File: src/rtl/uart_pkg.sv
// Shared UART register-access types: the command/response packet and the
// command-type codes used by uart_tx, the command executor and rsp_fifo.
package uart_pkg;

  typedef struct packed {
    logic [1:0] cmd_type;
    logic [7:0] addr;
    logic [7:0] data;
  } cmd_packet_t;

  localparam logic [1:0] CMD_NOP   = 2'b00;
  localparam logic [1:0] CMD_READ  = 2'b01;
  localparam logic [1:0] CMD_WRITE = 2'b10;
  localparam logic [1:0] CMD_ERROR = 2'b11;

endpackage

File: src/rtl/rsp_fifo.sv
// Response FIFO between the command executor and uart_tx; pops on the rising
// edge of uart_tx's read request so a level held for a baud period pops once.
module rsp_fifo
  import uart_pkg::*;
#(
  parameter int DEPTH    = 16,
  parameter int AF_LEVEL = 12
) (
  input  logic                         clk,
  input  logic                         rst,
  input  logic                         wr_en,
  input  cmd_packet_t                  wr_data,
  output logic                         full,
  output logic                         almost_full,
  input  logic                         data_read_en,
  output cmd_packet_t                  cmd_rsp,
  output logic                         data_ready,
  output logic [$clog2(DEPTH+1)-1:0]   count,
  output logic                         overflow,
  output logic                         underflow
);

  localparam int PW = $clog2(DEPTH);
  localparam int CW = $clog2(DEPTH+1);

  cmd_packet_t   mem [DEPTH];
  logic [PW-1:0] wr_ptr;
  logic [PW-1:0] rd_ptr;
  logic          rd_q;
  logic          pop;
  logic          pop_ok;
  logic          push;

  assign full        = (count == CW'(DEPTH));
  assign almost_full = (count >= CW'(AF_LEVEL));
  assign data_ready  = (count != '0);

  // rd_q resets high so a request still asserted across reset release is not an edge
  assign pop    = data_read_en & ~rd_q;
  assign pop_ok = pop & data_ready;
  assign push   = wr_en & (~full | pop_ok);

  always_ff @(posedge clk or posedge rst) begin
    if (rst) begin
      rd_q      <= 1'b1;
      wr_ptr    <= '0;
      rd_ptr    <= '0;
      count     <= '0;
      cmd_rsp   <= '0;
      overflow  <= 1'b0;
      underflow <= 1'b0;
    end else begin
      rd_q <= data_read_en;
      if (push) begin
        wr_ptr <= wr_ptr + PW'(1);
      end
      if (pop_ok) begin
        cmd_rsp <= mem[rd_ptr];
        rd_ptr  <= rd_ptr + PW'(1);
      end
      case ({push, pop_ok})
        2'b10:   count <= count + CW'(1);
        2'b01:   count <= count - CW'(1);
        default: count <= count;
      endcase
      if (wr_en & ~push) begin
        overflow <= 1'b1;
      end
      if (pop & ~data_ready) begin
        underflow <= 1'b1;
      end
    end
  end

  // Storage needs no reset: the pointers and count alone define what is valid
  always_ff @(posedge clk) begin
    if (push) begin
      mem[wr_ptr] <= wr_data;
    end
  end

endmodule

File: config.mk
export PLATFORM = sky130hd
export DESIGN_NAME = rsp_fifo
export DESIGN_NICKNAME = d
export VERILOG_FILES = /design/src/rtl/uart_pkg.sv /design/src/rtl/rsp_fifo.sv
export SDC_FILE = /design/constraint.sdc
export NUM_CORES = 1
export LEC_CHECK = 0
export ABC_AREA = 1
export CORE_MARGIN = 2
export CORE_UTILIZATION = 45
export CTS_BUF_LIST = sky130_fd_sc_hd__clkbuf_8
export DETAILED_ROUTE_END_ITERATION = 7
export GPL_ROUTABILITY_DRIVEN = 1
export SYNTH_ARGS = -nofsm -noshare
export SYNTH_HDL_FRONTEND = slang
export SYNTH_SLANG_ARGS = --single-unit
File: constraint.sdc
create_clock -name clk -period 3.7 [get_ports clk]
set_input_delay 0.37 -clock clk [delete_from_list [all_inputs] [get_ports clk]]
set_output_delay 0.37 -clock clk [all_outputs]
set_load 0.03 [all_outputs]
After elaboration in Yosys (flattened, before gate mapping)
Memories as Yosys holds them, arrays and structs flattened. A register that Yosys moved wholly into a read port is not among the register bits.
Index checks and enable logic that the tools add are counted.
{"block": "word_totals", "regBits": 16, "mem_bits_rw": 288, "output_inout_bits": 28, "elab_cells": 30, "n_memories": 1}
{"block": "classes", "addsub": 4, "order_cmp": 1, "n_eq_ne": 3, "muxes": 3, "bitwise": 10, "n_reduce_logical": 2}
{"name": "mem", "words": 16, "word_bits": 18, "read_ports": 1, "rd_ports_with_merged_regs": 1, "wr": 1, "line_no": "rsp_fifo.sv:26", "rtl": "cmd_packet_t mem [DEPTH];"}
{"op": "$pmux 5 s2", "n": 1}
{"op": "$add 4x1->4 const B", "n": 2}
{"op": "$add 5x1->5 const B", "n": 1}
{"op": "$and 1x1->1", "n": 5}
{"op": "$eq 5x5->1 const B", "n": 1}
{"op": "$ge 5x4->1 const B", "n": 1}
{"op": "$reduce_bool 5->1", "n": 1}
{"op": "$sub 5x1->5 const B", "n": 1}
{"op": "$not 1->1", "n": 4}
{"op": "$eq 2x1->1 const B", "n": 1}
{"op": "$eq 2x2->1 const B", "n": 1}
{"op": "$mux 1", "n": 2}
{"op": "$reduce_bool 2->1", "n": 1}
{"op": "$or 1x1->1", "n": 1}

Depth between registers and ports, before layout
{"block": "depth", "ltp_word": 7, "depth_mapped": 14, "mapped_depth_nobuf": 14}

Least setup slack after synthesis
OpenSTA, ideal clock, no wires.
{"block": "synth_path", "path_kind": "reg-to-reg", "startpoint": "reg count[1]", "endpoint": "reg count[4]", "arrival_ps": 2265, "slack_ps": 1322, "path_stages_with_launch": 14, "path_buffers": 0, "cell_sequence": "dfrtp_1 > nor2_1 > nand3_1 > nand2_2 > inv_2 > nand2_1 > inv_1 > fa_1 > nand3_1 > nand3_1 > nand2_1 > nand3_1 > nand2_1 > inv_1"}
{"block": "synth_via", "elab_chain_cells": 6, "word_cells_on_any_way": 12}
{"element": "start: declaration", "line_no": "rsp_fifo.sv:18", "rtl": "output logic [$clog2(DEPTH+1)-1:0] count,"}
{"element": "start signal: assignment", "line_no": "rsp_fifo.sv:62", "rtl": "2'b10: count <= count + CW'(1);"}
{"element": "start signal: assignment", "line_no": "rsp_fifo.sv:63", "rtl": "2'b01: count <= count - CW'(1);"}
{"element": "start signal: assignment", "line_no": "rsp_fifo.sv:64", "rtl": "default: count <= count;"}
{"element": "$reduce_bool 5->1 (*)", "line_no": "rsp_fifo.sv:36", "rtl": "assign data_ready = (count != '0);"}
{"element": "via data_ready", "line_no": "rsp_fifo.sv:17", "rtl": "output logic data_ready,"}
{"element": "$and 1x1->1 (*)", "line_no": "rsp_fifo.sv:40", "rtl": "assign pop_ok = pop & data_ready;"}
{"element": "$or 1x1->1", "line_no": "rsp_fifo.sv:41", "rtl": "assign push = wr_en & (~full | pop_ok);"}
{"element": "$and 1x1->1", "line_no": "rsp_fifo.sv:41"}
{"element": "$eq 2x1->1 / $eq 2x2->1 (equally long branches)", "line_no": "rsp_fifo.sv:61", "rtl": "case ({push, pop_ok})"}
{"element": "$pmux 5 s2 / $reduce_bool 2->1 (equally long branches)"}
Mark *: on every way through the listed nets, which the timed path passes. The rest lies on a longest branch.
A chain may end at the register's enable or synchronous reset.

Final worst setup path
{"block": "layout_path", "startpoint": "reg count[1]", "endpoint": "out full"}
{"block": "layout_via", "elab_chain_cells": 1}
{"element": "$eq 5x5->1", "line_no": "rsp_fifo.sv:34", "rtl": "assign full = (count == CW'(DEPTH));"}
{"element": "end: declaration", "line_no": "rsp_fifo.sv:13", "rtl": "output logic full,"}
Every way passes these cells.

==> parameters.txt <==
Parameter                              Value

Timing
  Worst-case headroom to the max-slew limit    0.360
  Setup Skew    around 0.022 ns
  Tightest hold margin    around 0.16 ns
  Final cycle utilization of the critical path    0.675
  Pins Over Slew Limit    0
  Fin. Hold Viols    0
  Final Setup Violations    0
  Max Clk Rate    401 MHz
  Final critical-path required period    2.50 ns
  Setup repair after global routing missed its margin    false
  Slew @ Worst Pin    between 0.9 and 1 ns
  Fin Setup TNS    0 ns

Floorplanning
  Die Width    178 um
  Core area    approximately 30000 um2
  Site Rows    63
  Area enclosed by the die boundary    roughly 32000 um2
  Vertical die dimension    178 um
  Initial standard-cell utilization of the core    0.459
  Number of primary I/O pins    50

Drt
  Final ANT Viol Nets    0
  Top routing layer in use    met4
  DRC violations left    0
  Routed via count divided by cell count    between 4 and 5
  Routed wire length per instance    17.7 um
  Wirelength, routed    between 30 and 40 mm
  Met2 routed wirelength    roughly 15 mm
  Number of detailed-route iterations in the first pass    5
  Met1 layer wirelength in the final routing    14.2 mm
  Count of vias placed by the detailed router    ~9000
  Routed length on met3    approximately 1.7 mm
  Drt first-iter violations    between 800 and 900

Synthesis
  Fraction of the mapped netlist area in adder cells    0.00878
  Mean instance size in the synthesized netlist    ~11 um2
  Synthesized instance count    roughly 1300
  XOR/XNOR share of the synthesized area    0.00576
  Mapped cell area    around 14000 um2
  Combinational family with the most area after synthesis    simple AND/OR/NAND/NOR gates
  Share of the synthesized area in the top cell type    0.632
  Compound-Gate Fraction of Synth Area    0.0143
  Area share of and/or/nand/nor cells after synthesis    0.206
  Unique cell type count in the Yosys netlist    24
  Yosys top cell by area    edfxtp_1
  Post-synthesis sequential area ratio    0.695
  Total of flip-flops plus latches after synthesis    roughly 320
  Area contributors post-synth    edfxtp_1, nand2_1, nand3_1, dfrtp_1, inv_1
  Number of warnings reported in the yosys synthesis log    0
  Net count after synthesis    ~1300
  Fraction of synthesized area in multiplexers    0

CTS
  Number of gates given a new drive strength after cts    0
  Clk Latency, worst-skew pair    about 0.58 ns
  Hold buffer count at CTS    0
  CTS buffer count    53
  Clock tree from TritonCTS    yes
  Clock transition at path regs    approximately 0.060 ns
  Root buffer cell    clkbuf_8
  CTS HTree Levels    2
  Post-CTS Repair Setup Buffers    0
  # clock sinks    around 320
  Number of buffers between clock root and the deepest sink    3

Setup path
  Top fanout value on the critical path    5
  Data required time at the worst endpoint    around 3.3 ns
  Worst setup EP type    primary output
  Worst setup SP type    flop
  Crit Path Class    reg -> out
  FF-to-FF setup slack    between 1 and 1.5 ns
  Endpoint arrival time on the critical path    between 2 and 2.5 ns
  RR Startpoint    rd_ptr[3]$_DFFE_PP0P_
  End point of the critical path    full
  Capture point of the worst reg-to-reg path    cmd_rsp[4]$_DFFE_PP0P_
  Number of cells traversed by the worst register-to-register path    5
  CP Launch Point    count[1]$_DFFE_PP0P_

Flow run
  Total of max-cap violations    0

Global routing
  GR Overflow Total    0
  Via count of the first global-routing pass    roughly 8700
  Number of antenna violations at the first check in global routing    0
  Aggregate global-route resource usage    0.206
  Largest net degree at the start of global routing    83
  Global-route wire length before repair    roughly 49 mm

Cells and area
  Post-layout net count    around 1400
  Antenna Cells    0
  Sequential cell area    9510 um2
  Non-filler instance count after layout    about 1800
  Total area of multi-input combinational cells    between 3000 and 4000 um2
  Synth-to-Final Area Change    14.7%
  Design Area, Final    15700 um2
  Fill cell total of the finished layout    2625
  Fraction of layout cells with a size suffix above 1    0.0888

Placed design
  Total cell area at the placement stage    ~15000 um2
  Final weighted congestion in routability-driven placement    0.825
  IO buf count    49
  Post-DP HPWL    ~19 mm
  Cell count after placement    ~1700

Power and ir drop
  Power per unit of standard cell area    757 nW/um2
  Overall power after layout    ~0.012 W
  Leakage    ~6.7 nW
  VDD IR max    0.415 mV

Status
  Outcome    finished clean

Min path
  Worst hold path type    in -> async
cell usage after synthesis:
cell type / instances
xor2_1: 9
a31o_2: 1
fa_1: 1
buf_2: 17
o21ai_2: 1
a21oi_1: 2
dfstp_2: 1
clkbuf_1: 29
edfxtp_1: 288
o211ai_1: 18
nand2_2: 1
o21ai_0: 5
buf_4: 8
nand2_1: 472
buf_1: 5
dfrtp_1: 33
nand3_1: 191
buf_6: 1
inv_2: 4
nor2_1: 21
ha_1: 8
clkinv_1: 1
o31ai_1: 1
inv_1: 177
power by group:
part	internal (W)	total [W]	switching, W
sequential	0.00446	0.00469	0.000231
clock	0.00167	0.00305	0.00138
combinational	0.00125	0.00413	0.00288
worst min-delay path by stage:
| stage | startpoint | to | slack (ns) |
|---|---|---|---|
| after CTS | rst | cmd_rsp[2]$_DFFE_PP0P_ | 0.16 |
| final | rst | cmd_rsp[2]$_DFFE_PP0P_ | 0.16 |
| after floorplan | data_read_en | rd_q$_DFF_PP1_ | 0.37 |
| after global routing | rst | cmd_rsp[2]$_DFFE_PP0P_ | 0.20 |
| after global placement | overflow$_DFFE_PP0P_ | overflow$_DFFE_PP0P_ | 0.45 |
| after detailed placement | cmd_rsp[15]$_DFFE_PP0P_ | cmd_rsp[15]$_DFFE_PP0P_ | 0.47 |
kinds of logic after synthesis:
family | count (synthesis)
buffers and inverters | 242
and+or+nand+nor | 685
DFF | 322
adders and majority gates | 9
xor gates and xnor gates | 9
AOI/OAI and AO/OA | 28
layout by cell type (no fill, tap or decap), types with 5 or more instances in the layout:
| master | instances |
|---|---|
| clkdlybuf4s50_1 | 49 |
| clkinv_2 | 6 |
| dfrtp_1 | 31 |
| clkinv_1 | 7 |
| inv_1 | 195 |
| nand3_1 | 191 |
| clkbuf_8 | 63 |
| nor2_2 | 16 |
| nand2_1 | 472 |
| edfxtp_1 | 288 |
| ha_1 | 8 |
| buf_4 | 27 |
| xor2_1 | 9 |
| nor2_1 | 5 |
| o21ai_0 | 5 |
| o211ai_1 | 18 |
flip-flops by register name (all words and copies together), names as in the netlist:
signal / count
mem: 288
cmd_rsp: 18
count: 5
rd_ptr: 4
wr_ptr: 4
overflow: 1
rd_q: 1
underflow: 1
final cells by class:
type                            instances  share of cell area
Sequential cell                       322               0.606
Timing Repair Buffer                   77              0.0455
Inverter                              182              0.0437
Clock inverter                         32              0.0115
Multi-Input combinational cell        731               0.207
Tap cell                              390              0.0311
Clock buffer                           63              0.0553
per-stage QoR:
stage,setup WS (ns),util
5_1_grt,1.03,0.526
4_1_cts,1.17,0.526
3_3_place_gp,0.958,0.491
6_report,1.20,0.526
2_1_floorplan,1.32,-
3_5_place_dp,0.933,0.491
critical path, cell delays in order (launching register included):
cell and delay [ns]:
dfrtp_1 0.46, nor2_1 0.17, nand3_1 0.16, inv_1 0.11, clkdlybuf4s50_1 0.67
routing by layer:
layer / global-route usage / vias up
li1: - / 4371
met1: 0.284 / 4290
met2: 0.331 / 239
met3: 0.0341 / 63
met4: 0.0755 / 0
met5: 0 / -
Note: power is estimated with default switching activity, not from simulation.
